### config.mk
export PLATFORM = sky130hd
export DESIGN_NAME = x86_length_decoder
export DESIGN_NICKNAME = d
export VERILOG_FILES = /design/src/rtl/x86_length_decoder.sv
export SDC_FILE = /design/constraint.sdc
export NUM_CORES = 1
export LEC_CHECK = 0
export BUFFER_PORTS_ARGS = -buffer_cell sky130_fd_sc_hd__buf_2
export CORE_MARGIN = 3
export CORE_UTILIZATION = 55
export DETAILED_ROUTE_END_ITERATION = 12
export PLACE_DENSITY = 0.74
export SLEW_MARGIN = 20
export SYNTH_ARGS = -nofsm -noshare
export SYNTH_HDL_FRONTEND = slang
export SYNTH_SLANG_ARGS = --single-unit
### constraint.sdc
create_clock -name clk -period 5.2 [get_ports clk]
set_input_delay 0.26 -clock clk [delete_from_list [all_inputs] [get_ports clk]]
set_output_delay 0.26 -clock clk [all_outputs]
set_load 0.02 [all_outputs]
### src/rtl/x86_length_decoder.sv
// x86_length_decoder
// Sequential length pre-decoder for 64-bit-mode x86 instructions. A fetch
// window that begins at an instruction boundary is latched and walked one
// field per cycle: legacy prefixes, REX, opcode (with 0F escape), ModRM, SIB,
// displacement and immediate. The length and decoded fields are then held
// until the consumer takes them.
//
// Ports
//   clk             rising-edge clock
//   reset           asynchronous active-low reset
//   in_bytes        fetch window, byte i at bits [8*i : 8*i+7]
//   in_valid        window valid
//   in_ready        block idle and able to take a window
//   out_valid       decode result valid
//   out_ready       consumer accepts result
//   out_len         instruction length in bytes
//   out_prefix_mask F0, F2, F3, segment override, 66, 67 (bits 0..5)
//   out_rex         REX W,R,X,B (0 when no REX)
//   out_opcode      {0F escape, opcode byte}
//   out_modrm       ModRM byte (0 when absent)
//   out_illegal     unsupported opcode, prefix overflow or window overrun
module x86_length_decoder #(
    parameter int WINDOW_BYTES = 15,
    parameter int MAX_PREFIXES = 4,
    parameter int LEN_W        = 4
) (
    input  logic                        clk,
    input  logic                        reset,
    input  logic [0:8*WINDOW_BYTES-1]   in_bytes,
    input  logic                        in_valid,
    output logic                        in_ready,
    output logic                        out_valid,
    input  logic                        out_ready,
    output logic [LEN_W-1:0]            out_len,
    output logic [5:0]                  out_prefix_mask,
    output logic [3:0]                  out_rex,
    output logic [8:0]                  out_opcode,
    output logic [7:0]                  out_modrm,
    output logic                        out_illegal
);

    localparam int PW = LEN_W + 1;
    localparam logic [PW-1:0]    WIN_EXT = PW'(WINDOW_BYTES);
    localparam logic [PW-1:0]    MAX_EXT = PW'(MAX_PREFIXES);
    localparam logic [PW-1:0]    ONE_PW  = {{(PW-1){1'b0}}, 1'b1};
    localparam logic [LEN_W-1:0] PTR_ONE = {{(LEN_W-1){1'b0}}, 1'b1};

    typedef enum logic [3:0] {
        ST_IDLE    = 4'd0,
        ST_PREFIX  = 4'd1,
        ST_OPCODE  = 4'd2,
        ST_OPCODE2 = 4'd3,
        ST_MODRM   = 4'd4,
        ST_SIB     = 4'd5,
        ST_DISP    = 4'd6,
        ST_IMM     = 4'd7,
        ST_DONE    = 4'd8
    } state_t;

    typedef struct packed {
        logic       legal;
        logic       has_modrm;
        logic [3:0] imm;
    } opc_class_t;

    // Mask bit contributed by a legacy prefix byte; zero for anything else.
    function automatic logic [5:0] prefix_bit(input logic [7:0] b);
        case (b)
            8'hF0:                                    prefix_bit = 6'b000001;
            8'hF2:                                    prefix_bit = 6'b000010;
            8'hF3:                                    prefix_bit = 6'b000100;
            8'h2E, 8'h36, 8'h3E, 8'h26, 8'h64, 8'h65: prefix_bit = 6'b001000;
            8'h66:                                    prefix_bit = 6'b010000;
            8'h67:                                    prefix_bit = 6'b100000;
            default:                                  prefix_bit = 6'b000000;
        endcase
    endfunction

    // One-byte opcode map. Immediates of the "z" form shrink to 2 with 66;
    // MOV r64, imm64 (B8-BF with REX.W) is the only 8-byte immediate.
    function automatic opc_class_t classify_opcode(input logic [7:0] op,
                                                   input logic opsize,
                                                   input logic rex_w);
        opc_class_t c;
        logic [3:0] imm_z;
        imm_z       = opsize ? 4'd2 : 4'd4;
        c.legal     = 1'b1;
        c.has_modrm = 1'b0;
        c.imm       = 4'd0;
        if (op[7:6] == 2'b00) begin
            case (op[2:0])
                3'd0, 3'd1, 3'd2, 3'd3: c.has_modrm = 1'b1;
                3'd4:                   c.imm = 4'd1;
                3'd5:                   c.imm = imm_z;
                default:                c.legal = 1'b0;
            endcase
        end else begin
            casez (op)
                8'h80, 8'h83, 8'hC6: begin c.has_modrm = 1'b1; c.imm = 4'd1; end
                8'h81, 8'hC7:        begin c.has_modrm = 1'b1; c.imm = imm_z; end
                8'h88, 8'h89, 8'h8A, 8'h8B, 8'h8D: c.has_modrm = 1'b1;
                8'b1011_0???:        c.imm = 4'd1;
                8'b1011_1???:        c.imm = rex_w ? 4'd8 : imm_z;
                8'b0111_????, 8'hEB: c.imm = 4'd1;
                8'hE8, 8'hE9:        c.imm = 4'd4;
                8'b0101_????, 8'h90, 8'hC3: c.imm = 4'd0;
                default:             c.legal = 1'b0;
            endcase
        end
        return c;
    endfunction

    // First field still to be consumed once ModRM/SIB are done.
    function automatic state_t after_operands(input logic [3:0] disp, input logic [3:0] imm);
        if (disp != 4'd0) begin
            return ST_DISP;
        end else if (imm != 4'd0) begin
            return ST_IMM;
        end else begin
            return ST_DONE;
        end
    endfunction

    state_t           state_r, state_n;
    logic [7:0]       win_r [WINDOW_BYTES];
    logic [LEN_W-1:0] ptr_r, ptr_n;
    logic [PW-1:0]    pcount_r, pcount_n;
    logic [5:0]       mask_r, mask_n;
    logic [3:0]       rex_r, rex_n;
    logic [8:0]       opcode_r, opcode_n;
    logic [7:0]       modrm_r, modrm_n;
    logic             illegal_r, illegal_n;
    logic [3:0]       disp_r, disp_n;
    logic [3:0]       imm_r, imm_n;

    logic [7:0]       cur_byte_s;
    logic             byte_avail_s;
    logic             overrun_s;
    logic [5:0]       pfx_bit_s;
    opc_class_t       opc_class_s;
    logic [3:0]       modrm_disp_s;
    logic [3:0]       sib_disp_s;
    logic [PW-1:0]    disp_end_s;
    logic [PW-1:0]    imm_end_s;

    logic             in_ready_r, out_valid_r, out_illegal_r;
    logic [LEN_W-1:0] out_len_r;
    logic [5:0]       out_mask_r;
    logic [3:0]       out_rex_r;
    logic [8:0]       out_opcode_r;
    logic [7:0]       out_modrm_r;

    // Byte under the pointer; reads past the window yield zero.
    always_comb begin
        cur_byte_s = 8'h00;
        for (int i = 0; i < WINDOW_BYTES; i++) begin
            if (ptr_r == LEN_W'(i)) begin
                cur_byte_s = win_r[i];
            end else begin
                cur_byte_s = cur_byte_s;
            end
        end
    end

    // Per-byte field decode and end-of-field positions for the pointer.
    always_comb begin
        byte_avail_s = ({1'b0, ptr_r} < WIN_EXT);
        pfx_bit_s    = prefix_bit(cur_byte_s);
        opc_class_s  = classify_opcode(cur_byte_s, mask_r[4], rex_r[3]);
        case (cur_byte_s[7:6])
            2'b01:   modrm_disp_s = 4'd1;
            2'b10:   modrm_disp_s = 4'd4;
            2'b00:   modrm_disp_s = (cur_byte_s[2:0] == 3'b101) ? 4'd4 : 4'd0;
            default: modrm_disp_s = 4'd0;
        endcase
        // SIB base 101 under mod 00 means "no base, disp32".
        if ((cur_byte_s[2:0] == 3'b101) && (modrm_r[7:6] == 2'b00)) begin
            sib_disp_s = 4'd4;
        end else begin
            sib_disp_s = disp_r;
        end
        disp_end_s = {1'b0, ptr_r} + PW'(disp_r);
        imm_end_s  = {1'b0, ptr_r} + PW'(imm_r);
    end

    // Next-state and field-register update for the byte walk.
    always_comb begin
        state_n   = state_r;
        ptr_n     = ptr_r;
        pcount_n  = pcount_r;
        mask_n    = mask_r;
        rex_n     = rex_r;
        opcode_n  = opcode_r;
        modrm_n   = modrm_r;
        illegal_n = illegal_r;
        disp_n    = disp_r;
        imm_n     = imm_r;
        overrun_s = 1'b0;
        case (state_r)
            ST_IDLE: begin
                if (in_valid) begin
                    state_n   = ST_PREFIX;
                    ptr_n     = {LEN_W{1'b0}};
                    pcount_n  = {PW{1'b0}};
                    mask_n    = 6'd0;
                    rex_n     = 4'd0;
                    opcode_n  = 9'd0;
                    modrm_n   = 8'd0;
                    illegal_n = 1'b0;
                    disp_n    = 4'd0;
                    imm_n     = 4'd0;
                end else begin
                    state_n = ST_IDLE;
                end
            end
            ST_PREFIX: begin
                if (!byte_avail_s) begin
                    overrun_s = 1'b1;
                end else if (pfx_bit_s != 6'd0) begin
                    // A REX only counts when it directly precedes the opcode.
                    mask_n   = mask_r | pfx_bit_s;
                    rex_n    = 4'd0;
                    ptr_n    = ptr_r + PTR_ONE;
                    pcount_n = pcount_r + ONE_PW;
                    if ((pcount_r + ONE_PW) > MAX_EXT) begin
                        illegal_n = 1'b1;
                        state_n   = ST_DONE;
                    end else begin
                        state_n = ST_PREFIX;
                    end
                end else if (cur_byte_s[7:4] == 4'h4) begin
                    rex_n = cur_byte_s[3:0];
                    ptr_n = ptr_r + PTR_ONE;
                end else begin
                    state_n = ST_OPCODE;
                end
            end
            ST_OPCODE: begin
                if (!byte_avail_s) begin
                    overrun_s = 1'b1;
                end else if (cur_byte_s == 8'h0F) begin
                    opcode_n = 9'h100;
                    ptr_n    = ptr_r + PTR_ONE;
                    state_n  = ST_OPCODE2;
                end else begin
                    opcode_n = {1'b0, cur_byte_s};
                    ptr_n    = ptr_r + PTR_ONE;
                    imm_n    = opc_class_s.imm;
                    if (!opc_class_s.legal) begin
                        illegal_n = 1'b1;
                        state_n   = ST_DONE;
                    end else if (opc_class_s.has_modrm) begin
                        state_n = ST_MODRM;
                    end else begin
                        state_n = after_operands(4'd0, opc_class_s.imm);
                    end
                end
            end
            ST_OPCODE2: begin
                if (!byte_avail_s) begin
                    overrun_s = 1'b1;
                end else begin
                    opcode_n = {1'b1, cur_byte_s};
                    ptr_n    = ptr_r + PTR_ONE;
                    if (cur_byte_s[7:4] == 4'h8) begin
                        imm_n   = 4'd4;
                        state_n = ST_IMM;
                    end else if (cur_byte_s == 8'h05) begin
                        state_n = ST_DONE;
                    end else begin
                        state_n = ST_MODRM;
                    end
                end
            end
            ST_MODRM: begin
                if (!byte_avail_s) begin
                    overrun_s = 1'b1;
                end else begin
                    modrm_n = cur_byte_s;
                    ptr_n   = ptr_r + PTR_ONE;
                    disp_n  = modrm_disp_s;
                    if ((cur_byte_s[7:6] != 2'b11) && (cur_byte_s[2:0] == 3'b100)) begin
                        state_n = ST_SIB;
                    end else begin
                        state_n = after_operands(modrm_disp_s, imm_r);
                    end
                end
            end
            ST_SIB: begin
                if (!byte_avail_s) begin
                    overrun_s = 1'b1;
                end else begin
                    ptr_n   = ptr_r + PTR_ONE;
                    disp_n  = sib_disp_s;
                    state_n = after_operands(sib_disp_s, imm_r);
                end
            end
            ST_DISP: begin
                if (disp_end_s > WIN_EXT) begin
                    overrun_s = 1'b1;
                end else begin
                    ptr_n   = disp_end_s[LEN_W-1:0];
                    state_n = after_operands(4'd0, imm_r);
                end
            end
            ST_IMM: begin
                if (imm_end_s > WIN_EXT) begin
                    overrun_s = 1'b1;
                end else begin
                    ptr_n   = imm_end_s[LEN_W-1:0];
                    state_n = ST_DONE;
                end
            end
            ST_DONE: begin
                if (out_ready) begin
                    state_n = ST_IDLE;
                end else begin
                    state_n = ST_DONE;
                end
            end
            default: begin
                state_n = ST_IDLE;
            end
        endcase
        // Any field running past the window reports a full-window illegal.
        if (overrun_s) begin
            illegal_n = 1'b1;
            ptr_n     = WIN_EXT[LEN_W-1:0];
            state_n   = ST_DONE;
        end else begin
            illegal_n = illegal_n;
        end
    end

    // State and field registers.
    always_ff @(posedge clk or negedge reset) begin
        if (!reset) begin
            state_r   <= ST_IDLE;
            ptr_r     <= {LEN_W{1'b0}};
            pcount_r  <= {PW{1'b0}};
            mask_r    <= 6'd0;
            rex_r     <= 4'd0;
            opcode_r  <= 9'd0;
            modrm_r   <= 8'd0;
            illegal_r <= 1'b0;
            disp_r    <= 4'd0;
            imm_r     <= 4'd0;
        end else begin
            state_r   <= state_n;
            ptr_r     <= ptr_n;
            pcount_r  <= pcount_n;
            mask_r    <= mask_n;
            rex_r     <= rex_n;
            opcode_r  <= opcode_n;
            modrm_r   <= modrm_n;
            illegal_r <= illegal_n;
            disp_r    <= disp_n;
            imm_r     <= imm_n;
        end
    end

    // Window capture on accept.
    always_ff @(posedge clk or negedge reset) begin
        if (!reset) begin
            for (int i = 0; i < WINDOW_BYTES; i++) begin
                win_r[i] <= 8'h00;
            end
        end else if ((state_r == ST_IDLE) && in_valid) begin
            for (int i = 0; i < WINDOW_BYTES; i++) begin
                win_r[i] <= in_bytes[8*i +: 8];
            end
        end
    end

    // Output registers: loaded on entry to DONE, cleared on the handshake.
    always_ff @(posedge clk or negedge reset) begin
        if (!reset) begin
            in_ready_r    <= 1'b1;
            out_valid_r   <= 1'b0;
            out_len_r     <= {LEN_W{1'b0}};
            out_mask_r    <= 6'd0;
            out_rex_r     <= 4'd0;
            out_opcode_r  <= 9'd0;
            out_modrm_r   <= 8'd0;
            out_illegal_r <= 1'b0;
        end else begin
            in_ready_r <= (state_n == ST_IDLE);
            if ((state_r != ST_DONE) && (state_n == ST_DONE)) begin
                out_valid_r   <= 1'b1;
                out_len_r     <= ptr_n;
                out_mask_r    <= mask_n;
                out_rex_r     <= rex_n;
                out_opcode_r  <= opcode_n;
                out_modrm_r   <= modrm_n;
                out_illegal_r <= illegal_n;
            end else if ((state_r == ST_DONE) && (state_n == ST_IDLE)) begin
                out_valid_r   <= 1'b0;
                out_len_r     <= {LEN_W{1'b0}};
                out_mask_r    <= 6'd0;
                out_rex_r     <= 4'd0;
                out_opcode_r  <= 9'd0;
                out_modrm_r   <= 8'd0;
                out_illegal_r <= 1'b0;
            end
        end
    end

    assign in_ready        = in_ready_r;
    assign out_valid       = out_valid_r;
    assign out_len         = out_len_r;
    assign out_prefix_mask = out_mask_r;
    assign out_rex         = out_rex_r;
    assign out_opcode      = out_opcode_r;
    assign out_modrm       = out_modrm_r;
    assign out_illegal     = out_illegal_r;

endmodule

After elaboration in Yosys (flattened, before gate mapping):

Cells that the tools add are included.

* bits in registers: 203

* $add $sub $neg: 4
* bitwise logic cells: 1
* equal/unequal tests: 75
* multiplexer cells: 116
* order comparisons: 4
* reduce and logical (&&, ||, !) cells: 33

Operators by type and width (number)
* $mux W4: 46
* $mux W8: 19
* $eq A8 B8 Y1 const B: 18
* $mux W9: 6
* $eq A4 B3 Y1 const B: 11
* $eq A4 B4 Y1 const B: 10
* $mux W6: 6
* $pmux W4 S9: 1
* $pmux W6 S6: 1
* $eq A8 B6 Y1 const B: 4
* $eq A8 B7 Y1 const B: 4
* $pmux W9 S3: 1
* $pmux W4 S3: 2
* $ne A2 B2 Y1 const B: 10
* $pmux W4 S5: 1
* $mux W1: 19
* $reduce_or A19 Y1: 1
* $reduce_or A6 Y1: 3
* $eq A4 B2 Y1 const B: 4
* $pmux W4 S4: 1
* $pmux W8 S2: 1
* $reduce_bool A4 Y1: 4
* $mux W5: 3
* $logic_not A4 Y1: 3
* other kinds (36): 54

Logic depth before layout (Yosys ltp):

* word-level depth: 32
* gate-level depth with buffers: 18
* depth with buffers taken out: 13

Worst setup path after synthesis:

No wires, ideal clock.

* kind: flip-flop to flip-flop
* from: register ptr_r[1]
* to: register out_len_r[2], in the netlist out_len[2]
* data arrival time: 3.696 ns
* setup time: 0.147 ns
* stages on the path, launching flop included: 17
* clock period less this slack: 3.843 ns
* setup slack: 1.357 ns
* cell sequence: dfrtp_1 -> inv_1 -> ha_1 -> buf_2 -> buf_2 -> buf_4 -> nor4_1 -> a221oi_1 -> a21oi_1 -> or2_1 -> nor2_1 -> a41o_1 -> or4_1 -> or3_4 -> nor2_4 -> buf_4 -> o221ai_2

* longest elaborated chain between the ends: 31

RTL lines
* from (decl): line 126 `logic [LEN_W-1:0] ptr_r, ptr_n;`
* from (signal assigned): line 339 `ptr_r <= {LEN_W{1'b0}};`
* from (signal assigned): line 350 `ptr_r <= ptr_n;`
* $logic_not A4 Y1: line 157 `if (ptr_r == LEN_W'(i)) begin`
* $mux W8 (15 in a row): line 157
* $eq A8 B8 Y1, or another cell as far along: line 98 `casez (op)`
* $reduce_or A6 Y1 (no line), or another cell as far along
* $pmux W4 S4: line 98
* $mux W6: line 90 `if (op[7:6] == 2'b00) begin`
* $reduce_bool A4 Y1: line 117 `end else if (imm != 4'd0) begin`
* $mux W4: line 117
* $mux W4: line 252 `end else if (opc_class_s.has_modrm) begin`
* $mux W4: line 249 `if (!opc_class_s.legal) begin`
* $mux W4: line 241 `end else if (cur_byte_s == 8'h0F) begin`
* $mux W4: line 239 `if (!byte_avail_s) begin`
* $pmux W4 S9: line 199 `case (state_r)`
* $mux W4: line 326 `if (overrun_s) begin`
* $eq A4 B4 Y1 / $logic_not A4 Y1 (equally long branches): line 388, 396
* $logic_and A1 B1 Y1 (on tied branches): line 388, 396
* $mux W4 / $reduce_bool A2 Y1 (equally long branches)
* to (signal assigned): line 380 `out_len_r <= {LEN_W{1'b0}};`
* to (signal assigned): line 390 `out_len_r <= ptr_n;`
* to (signal assigned): line 398 `out_len_r <= {LEN_W{1'b0}};`
* to (decl): line 147 `logic [LEN_W-1:0] out_len_r;`

Several ways; a longest one is shown, not always the timed one.
A chain may end at the register's enable or synchronous reset.

Worst setup path in the final report:

* from: register ptr_r[1]
* to: register out_modrm_r[0], in the netlist out_modrm[0]

* longest elaborated chain between the ends: 31

RTL lines
* $logic_not A4 Y1: line 157
* $mux W8 (15 in a row): line 157
* $eq A8 B8 Y1, or another cell as far along: line 98
* $reduce_or A6 Y1 (no line), or another cell as far along
* $pmux W4 S4: line 98
* $mux W6: line 90
* $reduce_bool A4 Y1: line 117
* $mux W4: line 117
* $mux W4: line 252
* $mux W4: line 249
* $mux W4: line 241
* $mux W4: line 239
* $pmux W4 S9: line 199
* $mux W4: line 326
* $eq A4 B4 Y1 / $logic_not A4 Y1 (equally long branches): line 388, 396
* $logic_and A1 B1 Y1 (on tied branches): line 388, 396
* $mux W8 / $reduce_bool A2 Y1 (equally long branches)
* to (signal assigned): line 394 `out_modrm_r <= modrm_n;`
* to (decl): line 151 `logic [7:0] out_modrm_r;`

Several ways; a longest one is shown, not always the timed one.

==> flow_metrics.py <==
metrics = {
    "status": {
        "status": "complete, no violations",
    },
    "final_layout": {
        "seqCellArea_mm2": 0.00508,
        "drive_gt1_frac": 0.178,
        "layout_common_cells": "nand2_1, dfrtp_1, buf_2, dlygate4sd3_1, nand3_1",
        "fillers": 1495,
        "multi_input_area_mm2": 0.00551,
        "final_common_cell": "nand2_1",
        "fin_cells": 1861,
        "antenna_cells": 0,
        "area_growth_pct": 27.0,
        "final_nets": 1721,
    },
    "synth": {
        "ys_warn_count": 0,
        "synth_flop_cell": "dfrtp_1",
        "ys_seq_area_frac": 0.456,
        "postSynth.asyncResetShare": 1.00,
        "postSynthCellCount": 1328,
        "synth_edf_count": 0,
        "synthTopCellsByArea": "dfrtp_1, nand2_1, o221ai_2",
        "yosysTopAreaCell": "dfrtp_1",
        "synth_area_mm2": 0.0111,
        "synth_top_area_share": 0.454,
        "syn_nets": 1468,
        "synth_cell_types": 81,
        "avgSynthCellArea_um2": 8.39,
        "ys_seq_elements": 203,
    },
    "worst_setup_path": {
        "required_ns": 5.63,
        "start_kind": "flip-flop",
        "max_stage_delay_ns": 0.57,
        "crit_path_end_kind": "flip-flop",
        "arrival_ns": 5.31,
        "crit_buf_inv": 4,
        "crit_chain": "inv_1, ha_1, buf_4, nor2_1, a21oi_1, a311o_1, o221ai_1, o211a_1, nor4_1, buf_4, a41o_1, or4_1, or3_4, a2bb2oi_4, buf_12, o221ai_1",
        "crit_type": "flip-flop to flip-flop",
        "crit_slowest_cell": "or4_1",
        "worstPathMaxFanout": 32,
        "crit_family": "compound AO/OA/AOI/OAI gates",
    },
    "grt": {
        "grt_pass1_wl_um": 61800,
        "grt_pass1_vias": 11200,
        "track_usage": 0.353,
        "gr-total-overflow": 0,
        "grt_antenna_before_repair": 0,
        "grt_max_degree": 103,
    },
    "place": {
        "port_buffers": 157,
        "dp_cells": 1702,
        "place_ws_ns": 0.323,
        "dpl.hpwl_um": 25300,
        "gp_congestion": 1.01,
    },
    "clock_network": {
        "cts_buffers": 22,
        "cts_setup_buffers": 0,
        "cts_sinks": 203,
        "h-tree-depth": 1,
        "cts_buffer_depth": 3,
        "clk_latency_ns": 0.52,
        "cts_root_buffer": "clkbuf_16",
        "clk_pin_slew_ns": 0.06,
        "cts_tree": "yes",
    },
    "timing": {
        "max_slew_margin": 0.316,
        "slew_viol_final": 0,
        "whs_ns": 0.0137,
        "finClkSkew_ns": 0.0259,
        "setup_viol": 0,
        "rsz0062_at_grt": "false",
        "hold_violations": 0,
        "fin_ws_ns": 0.327,
        "maxClockFrequency_ghz": 0.205,
        "tightest_slew_ns": 1.02,
        "fin_tns_setup_ns": 0,
        "period_share": 0.937,
        "timing.final.crit_period_ns": 4.87,
    },
    "drt": {
        "num_vias": 11300,
        "ant_nets": 0,
        "route.detailed.drc": 0,
        "drt_iter0_drc": 1122,
        "wl_per_cell_um": 21.0,
        "viasPerCell": 6.08,
        "drt_wl_total_um": 39000,
        "firstDrtPassIters": 6,
    },
    "floorplanning": {
        "io_pins": 158,
        "dieArea_mm2": 0.0220,
        "die_w_um": 148,
        "core-area_mm2": 0.0197,
        "initial_core_util": 0.567,
        "die_y_um": 148,
        "num_rows": 51,
    },
    "job": {
        "max_cap_violations": 0,
    },
    "power_and_ir_drop": {
        "p_leak_uw": 0.00696,
        "ir_drop_v": 0.000320,
        "p_per_area_mw_per_mm2": 660,
    },
    "min_path": {
        "hold_class": "primary input to flip-flop",
    },
}
==> cell families (layout without fill, tap and decap cells) <==
logic type / count (synthesis) / in the layout / synth area share
simple gates: 670 / 670 / 0.258
mux: 4 / 4 / 0.00382
flops: 203 / 203 / 0.456
compound gates: 299 / 299 / 0.208
buf+inv: 131 / 399 / 0.0508
xor+xnor: 4 / 4 / 0.00315
fa+ha+maj: 17 / 17 / 0.0202
==> cell usage after synthesis (all sizes together), types with 11 or more instances <==
cell	number
o21ai	55
nor2	53
o221ai	38
nand2	463
o211ai	11
nand3	58
a211oi	14
buf	33
ha	14
clkbuf	49
a22oi	24
inv	49
dfrtp	202
a21oi	52
nor3	15
==> worst paths after layout <==
path                                       startpoint                        to  slack [ns]  depth (start not counted)
worst max-delay path               ptr_r[1]$_DFF_PN0_  out_modrm[0]$_DFFE_PN0P_        0.33                         16
worst min-delay path                     in_bytes[79]     win_r[40]$_DFFE_PN0P_        0.01                          3
worst max register to register     ptr_r[1]$_DFF_PN0_  out_modrm[0]$_DFFE_PN0P_        0.33                         16
worst min register to register  win_r[25]$_DFFE_PN0P_     win_r[25]$_DFFE_PN0P_        0.47                          2
max in group asynchronous                       reset    out_len[3]$_DFFE_PN0P_        3.80                          3
min in group asynchronous                       reset     win_r[98]$_DFFE_PN0P_        0.36                          2
==> layer usage <==
| layer | vias up | routed length, µm | global-route usage | share of wire |
|---|---|---|---|---|
| met5 | - | 0 | 0 | 0 |
| met4 | 0 | 863 | 0.0822 | 0.022 |
| met3 | 72 | 3980 | 0.0826 | 0.10 |
| met2 | 639 | 17800 | 0.555 | 0.46 |
| met1 | 5486 | 16300 | 0.505 | 0.42 |
| li1 | 5126 | - | - | - |
==> power breakdown <==
| group | internal, µW | switching (µW) | total, µW |
|---|---|---|---|
| clock network | 928 | 668 | 1600 |
| registers | 2210 | 520 | 2730 |
| logic | 1680 | 3320 | 5000 |
| total | 4820 | 4510 | 9330 |
==> cell type report <==
type / instances / area share
clock buffers: 28 / 0.0427
clock inverters: 11 / 0.00956
inverters: 49 / 0.0130
multi-input cells: 994 / 0.390
flip-flops and latches: 203 / 0.359
well taps: 265 / 0.0235
repair buffers: 311 / 0.162
==> registers in the layout (all words and copies together) (netlist names), 5 cells and up <==
name / count
mask_r: 6
modrm_r: 8
opcode_r: 9
out_modrm: 8
out_opcode: 9
out_prefix_mask: 6
pcount_r: 5
win_r: 120
==> worst register-to-register path, cell delays in order, from the launching register on <==
cell	delay [ns]
dfrtp_1	0.56
inv_1	0.15
ha_1	0.32
buf_4	0.26
nor2_1	0.36
a21oi_1	0.12
a311o_1	0.35
o221ai_1	0.16
o211a_1	0.43
nor4_1	0.10
buf_4	0.17
a41o_1	0.23
or4_1	0.57
or3_4	0.45
a2bb2oi_4	0.19
buf_12	0.19
o221ai_1	0.21
==> repair_timing <==
item                       CTS  global route
gates resized for setup      0             1
hold endpoints to repair   220             0
hold buffers               120             0
setup endpoints to repair    0             7
==> metrics by stage <==
| step | util | instance area (µm²) | power (µW) |
|---|---|---|---|
| 3_5_place_dp | 0.620 | 12200 | 7460 |
| 2_1_floorplan | - | 11100 | 5870 |
| 6_report | 0.719 | 14100 | 9330 |
| 3_3_place_gp | 0.620 | 12200 | 7420 |
| 5_1_grt | 0.719 | 14100 | 9870 |
| 4_1_cts | 0.719 | 14100 | 9140 |
Note: power is estimated with default switching activity, not from simulation.
